## config.mk

```make
export PLATFORM = sky130hd
export DESIGN_NAME = instruction_fetch
export DESIGN_NICKNAME = d
export VERILOG_FILES = /design/src/rtl/instruction_fetch.sv
export SDC_FILE = /design/constraint.sdc
export NUM_CORES = 1
export LEC_CHECK = 0
export BUFFER_PORTS_ARGS = -buffer_cell sky130_fd_sc_hd__buf_2
export CELL_PAD_IN_SITES_DETAIL_PLACEMENT = 2
export CELL_PAD_IN_SITES_GLOBAL_PLACEMENT = 2
export CORE_MARGIN = 5
export CORE_UTILIZATION = 33
export CTS_CLUSTER_DIAMETER = 150
export DETAILED_ROUTE_END_ITERATION = 16
export HOLD_SLACK_MARGIN = 0.05
export PLACE_DENSITY = 0.82
export SLEW_MARGIN = 20
export SYNTH_ARGS = -nofsm -noshare
export SYNTH_HDL_FRONTEND = slang
export SYNTH_SLANG_ARGS = --single-unit
```

## constraint.sdc

```tcl
create_clock -name clk -period 3.42 [get_ports clk]
set_input_delay 0.684 -clock clk [delete_from_list [all_inputs] [get_ports clk]]
set_output_delay 0.684 -clock clk [all_outputs]
set_load 0.05 [all_outputs]
```

## src/rtl/instruction_fetch.sv

```systemverilog
// Instruction fetch: sequential word-address PC, 2-entry {instr, pc} skid FIFO, redirect flush.
// Optional perf counters (perf_fetched, perf_stall) built when IFETCH_PERF_CNT_EN is defined.
module instruction_fetch #(
    parameter logic [15:0] RESET_PC = 16'h0000
) (
    input  logic        clk,
    input  logic        rst_n,
    output logic        mem_rd,
    output logic        mem_wn,
    output logic [15:0] mem_address,
    input  logic [31:0] mem_read_data,
    input  logic        redirect_valid,
    input  logic [15:0] redirect_pc,
    output logic        id_valid,
    input  logic        id_ready,
    output logic [31:0] id_instr,
    output logic [15:0] id_pc
`ifdef IFETCH_PERF_CNT_EN
    ,
    output logic [31:0] perf_fetched,
    output logic [31:0] perf_stall
`endif
);

    logic [15:0] fetch_pc;
    logic [15:0] pend_pc;
    logic        pending;
    logic [1:0]  count;
    logic        rd_ptr;
    logic        wr_ptr;
    logic [31:0] instr_q [2];
    logic [15:0] pc_q    [2];

    logic        pop;
    logic        push;
    logic        issue;
    logic [2:0]  occupancy;

    assign pop       = id_valid & id_ready;
    assign occupancy = {1'b0, count} + {2'b00, pending};
    // The pending read always has a slot reserved, so count + pending never exceeds 2.
    assign issue     = rst_n & !redirect_valid & (occupancy < (3'd2 + {2'b00, pop}));
    assign push      = pending & !redirect_valid;
    assign wr_ptr    = rd_ptr ^ count[0];

    assign mem_rd      = issue;
    assign mem_wn      = 1'b0;
    assign mem_address = fetch_pc;

    assign id_valid = (count != 2'd0);
    assign id_instr = id_valid ? instr_q[rd_ptr] : 32'h0;
    assign id_pc    = id_valid ? pc_q[rd_ptr]    : 16'h0;

    always_ff @(posedge clk or negedge rst_n) begin
        if (!rst_n) begin
            fetch_pc <= RESET_PC;
            pending  <= 1'b0;
            count    <= 2'd0;
            rd_ptr   <= 1'b0;
        end else if (redirect_valid) begin
            fetch_pc <= redirect_pc;
            pending  <= 1'b0;
            count    <= 2'd0;
            rd_ptr   <= 1'b0;
        end else begin
            pending <= issue;
            if (issue) begin
                fetch_pc <= fetch_pc + 16'd1;
            end
            if (pop) begin
                rd_ptr <= ~rd_ptr;
            end
            case ({push, pop})
                2'b10:   count <= count + 2'd1;
                2'b01:   count <= count - 2'd1;
                default: count <= count;
            endcase
        end
    end

    // Payload storage carries no reset; outputs are masked while the FIFO is empty.
    always_ff @(posedge clk) begin
        if (issue) begin
            pend_pc <= fetch_pc;
        end
        if (push) begin
            instr_q[wr_ptr] <= mem_read_data;
            pc_q[wr_ptr]    <= pend_pc;
        end
    end

`ifdef IFETCH_PERF_CNT_EN
    always_ff @(posedge clk or negedge rst_n) begin
        if (!rst_n) begin
            perf_fetched <= 32'd0;
            perf_stall   <= 32'd0;
        end else begin
            if (pop) begin
                perf_fetched <= perf_fetched + 32'd1;
            end
            if (id_valid & !id_ready) begin
                perf_stall <= perf_stall + 32'd1;
            end
        end
    end
`endif

endmodule

```

==> reports/qor.txt <==
# DRC: 0
Largest net degree at the start of global routing: 50
Final HPWL DP: 10.5 mm
Final core occ: 42.5%
Crit Path Category: flop to output port
HP Class: primary input to async pin
IO Port Bufs: 117
Setup crit end kind: output port
Lkg Pwr: 0.00251 uW
Setup-failing EPs final: 0
Share of cells above drive strength 1: 30.8%
Total GRT Usage: 16.7%
I/O pin count: 119
Crit path DAT: 2.24 ns
Worst slew pin tran: 0.679 ns
Pre-antenna DRT Iters: 7
Sequential fraction of the synthesis area: 71.8%
CTS Sinks: 132
Asr flop ratio synth: 15.2%
Initial Util: 33.8%
CP max-delay cell: dfrtp_1
Cts bufs inserted: 17
Vias per cell: 4.99
Clock Skew: 0.0103 ns
Ys flop type: edfxtp_1
Worst path most repeated cell: ha_1
Routed len/inst: 21.1 um
Vias in the first global route: 4,169
Status: finished, final reports clean
Synth Instances: 374
Sequential Power Share: 46.6%
Avg Cell Area, Syn: 14.4 um2
Netlist cell types: 42
Largest delay share family, worst path: adder cells
Crit path buf inv count: 1
Post-route minimum period: 2.93 ns
Initial antenna violation count: 0
Met2 usage: 29.5%
Worst EP required: 2.74 ns
1st-iter DRT viols: 117
GR Overflow Total: 0
Vias: 3,610
Antenna diodes: 0
DRT Wirelength: 15.3 mm
CTS clk-pin slew, worst paths: 0.06 ns
H-tree Lvls: 4
Period utilization: 85.6%
Maximum VDD drop: 0.339 mV
Cell Rows: 46
First-pass GRT wire length: 23.5 mm
Final net count: 550
PwrDens: 597 nW/um2
Max Cap Viol: 0
Height of the die: 138 um
Gate power share: 12.1%
Crit path from: count[0]
Post-CTS Resized: 0
Yosys reg bits: 132
CP cell instances: ha_1 > ha_1 > o21a_1 > nor3_2 > buf_2
Synthesized net count: 429
Top Usage Layer GRT: met2
Cell Area, Synth: 5380 um2
CP max FO: 9
RR Startpoint: count[0]
WP depth: 5
Layout area overhead: 25.8%
Fmax: 342 MHz
EDFF count, synth: 112
Post-CTS Setup Repair Bufs: 0
CP Launch Type: flop
Core ar.: 15,900 um2
Clk pwr share: 41.3%
GP Congestion: 0.734
Die Span X: 138 um
Hold Buf Count CTS: 0
Sw Share: 25.6%
Headroom to the max-slew limit: 54.7%
RSZ-0062 raised after global routing: no
Die area: 19,000 um2
Internal power: 3010 uW
Synthesis Warnings: 0
Post-route ant nets: 0
Switching power of the nets: 1040 uW
Met3 usage: 4.53%
Longest Clk Path Bufs: 2
Met1 Resource Use GR: 19.1%
Max Slew Vio Count: 0
CTS Root Cell: clkbuf_16
Clk_lat worst skew: 0.42 ns
Fillers: 1,627
TritonCTS clock tree: done
Reg2reg path depth: 6
Crit-path max cell delay: 0.50 ns
TNS Setup: 0 ns
Fin. Hold Viols: 0
==> final timing paths <==
path                                         to  slack [ns]
worst min register to register      pc_q[1][14]        0.45
worst max-delay path                     mem_rd        0.49
worst max register to register  mem_address[11]        0.78
max in group asynchronous                rd_ptr        2.84
worst min-delay path             mem_address[3]        0.33
min in group clk                    pc_q[1][14]        0.45
==> cell families after synthesis <==
kind of cell,count (synthesis),share of synthesized area [%]
buffers and inverters,29,2.44
AOI/OAI and AO/OA,40,4.79
xor gates and xnor gates,3,0.488
adders and majority gates,3,0.698
other,1,0.0697
DFF,132,71.8
and+or+nand+nor,118,10.8
muxes,48,8.93
==> layer usage <==
layer	vias to the layer above	share of wire, %
met4	0	2.5
met3	27	5.2
li1	1648	-
met1	1823	40
met2	112	52
met5	-	0
==> sequential cells by signal, indices dropped and copies added, names as in the netlist <==
name         flops
pc_q            32
mem_address     16
pend_pc         16
pending          1
rd_ptr           1
count            2
instr_q         64
==> area by class of cell <==
cell class	instances	area [um2]	share of cell area (%)
timing repair buffer	125	671	9.91
clock inverter	8	85.1	1.26
inverter	6	22.5	0.333
multi-input combinational	213	1410	20.8
tap	216	270	3.99
sequential	132	3860	57.1
clock buffer	23	448	6.62
==> through the flow <==
step           instance area [um2]  worst slack [ns]  instances  power, uW  hold slack [ns]
6_report                      6770             0.493        723       4040            0.330
5_1_grt                       6770             0.429        723       4210            0.340
4_1_cts                       6770             0.470        723       4090            0.325
2_1_floorplan                 5390             0.103        374       2230            0.388
3_3_place_gp                  6240              1.05        692       2380            0.426
3_5_place_dp                  6240             0.816        692       2410            0.443
==> cells in the mapped netlist (6+ instances only) <==
library cell | number | area, um2
edfxtp_1 | 112 | 3360
or3_1 | 6 | 37.5
nand3_1 | 7 | 35.0
or4_1 | 9 | 67.6
clkbuf_1 | 12 | 45.0
mux2i_1 | 48 | 480
a31oi_1 | 12 | 75.1
nand2_1 | 7 | 26.3
nor2_1 | 66 | 248
o21ai_0 | 10 | 50.1
o31ai_1 | 8 | 60.1
dfrtp_1 | 20 | 500
==> power groups by stage <==
stage / Sequential, uW / Combinational (uW) / Clock (uW)
after floorplan: 1960 / 268 / 0
after detailed placement: 1910 / 496 / 0
after global routing: 1890 / 525 / 1800
final: 1880 / 491 / 1670
after CTS: 1880 / 500 / 1710
after global placement: 1900 / 473 / 0
==> cell usage in the layout (no fill, tap or decap), types with 2 or more instances in the layout <==
cell,count
buf_2,117
edfxtp_1,112
nor2_1,64
mux2i_1,48
dfrtp_1,19
clkbuf_16,17
a31oi_1,12
o21ai_0,10
or4_1,9
o31ai_1,8
nand2_1,7
nand3_1,7
or3_1,6
clkbuf_1,6
buf_4,6
inv_1,5
clkinv_1,5
nand4_1,5
nor2b_1,4
a21oi_1,3
ha_1,3
nor2_4,2
xor2_1,2
nor3_1,2
nand3b_1,2
a22o_1,2
bufinv_16,2
clkinv_2,2
buf_12,2
==> worst register-to-register path: cells and delay by family (launching register included) <==
kind | cells | cell delay (ns)
compound gates | 1 | 0.19
flops | 1 | 0.50
simple gates | 3 | 1.35
fa+ha+maj | 2 | 0.50
(Power assumes the default switching activity.)
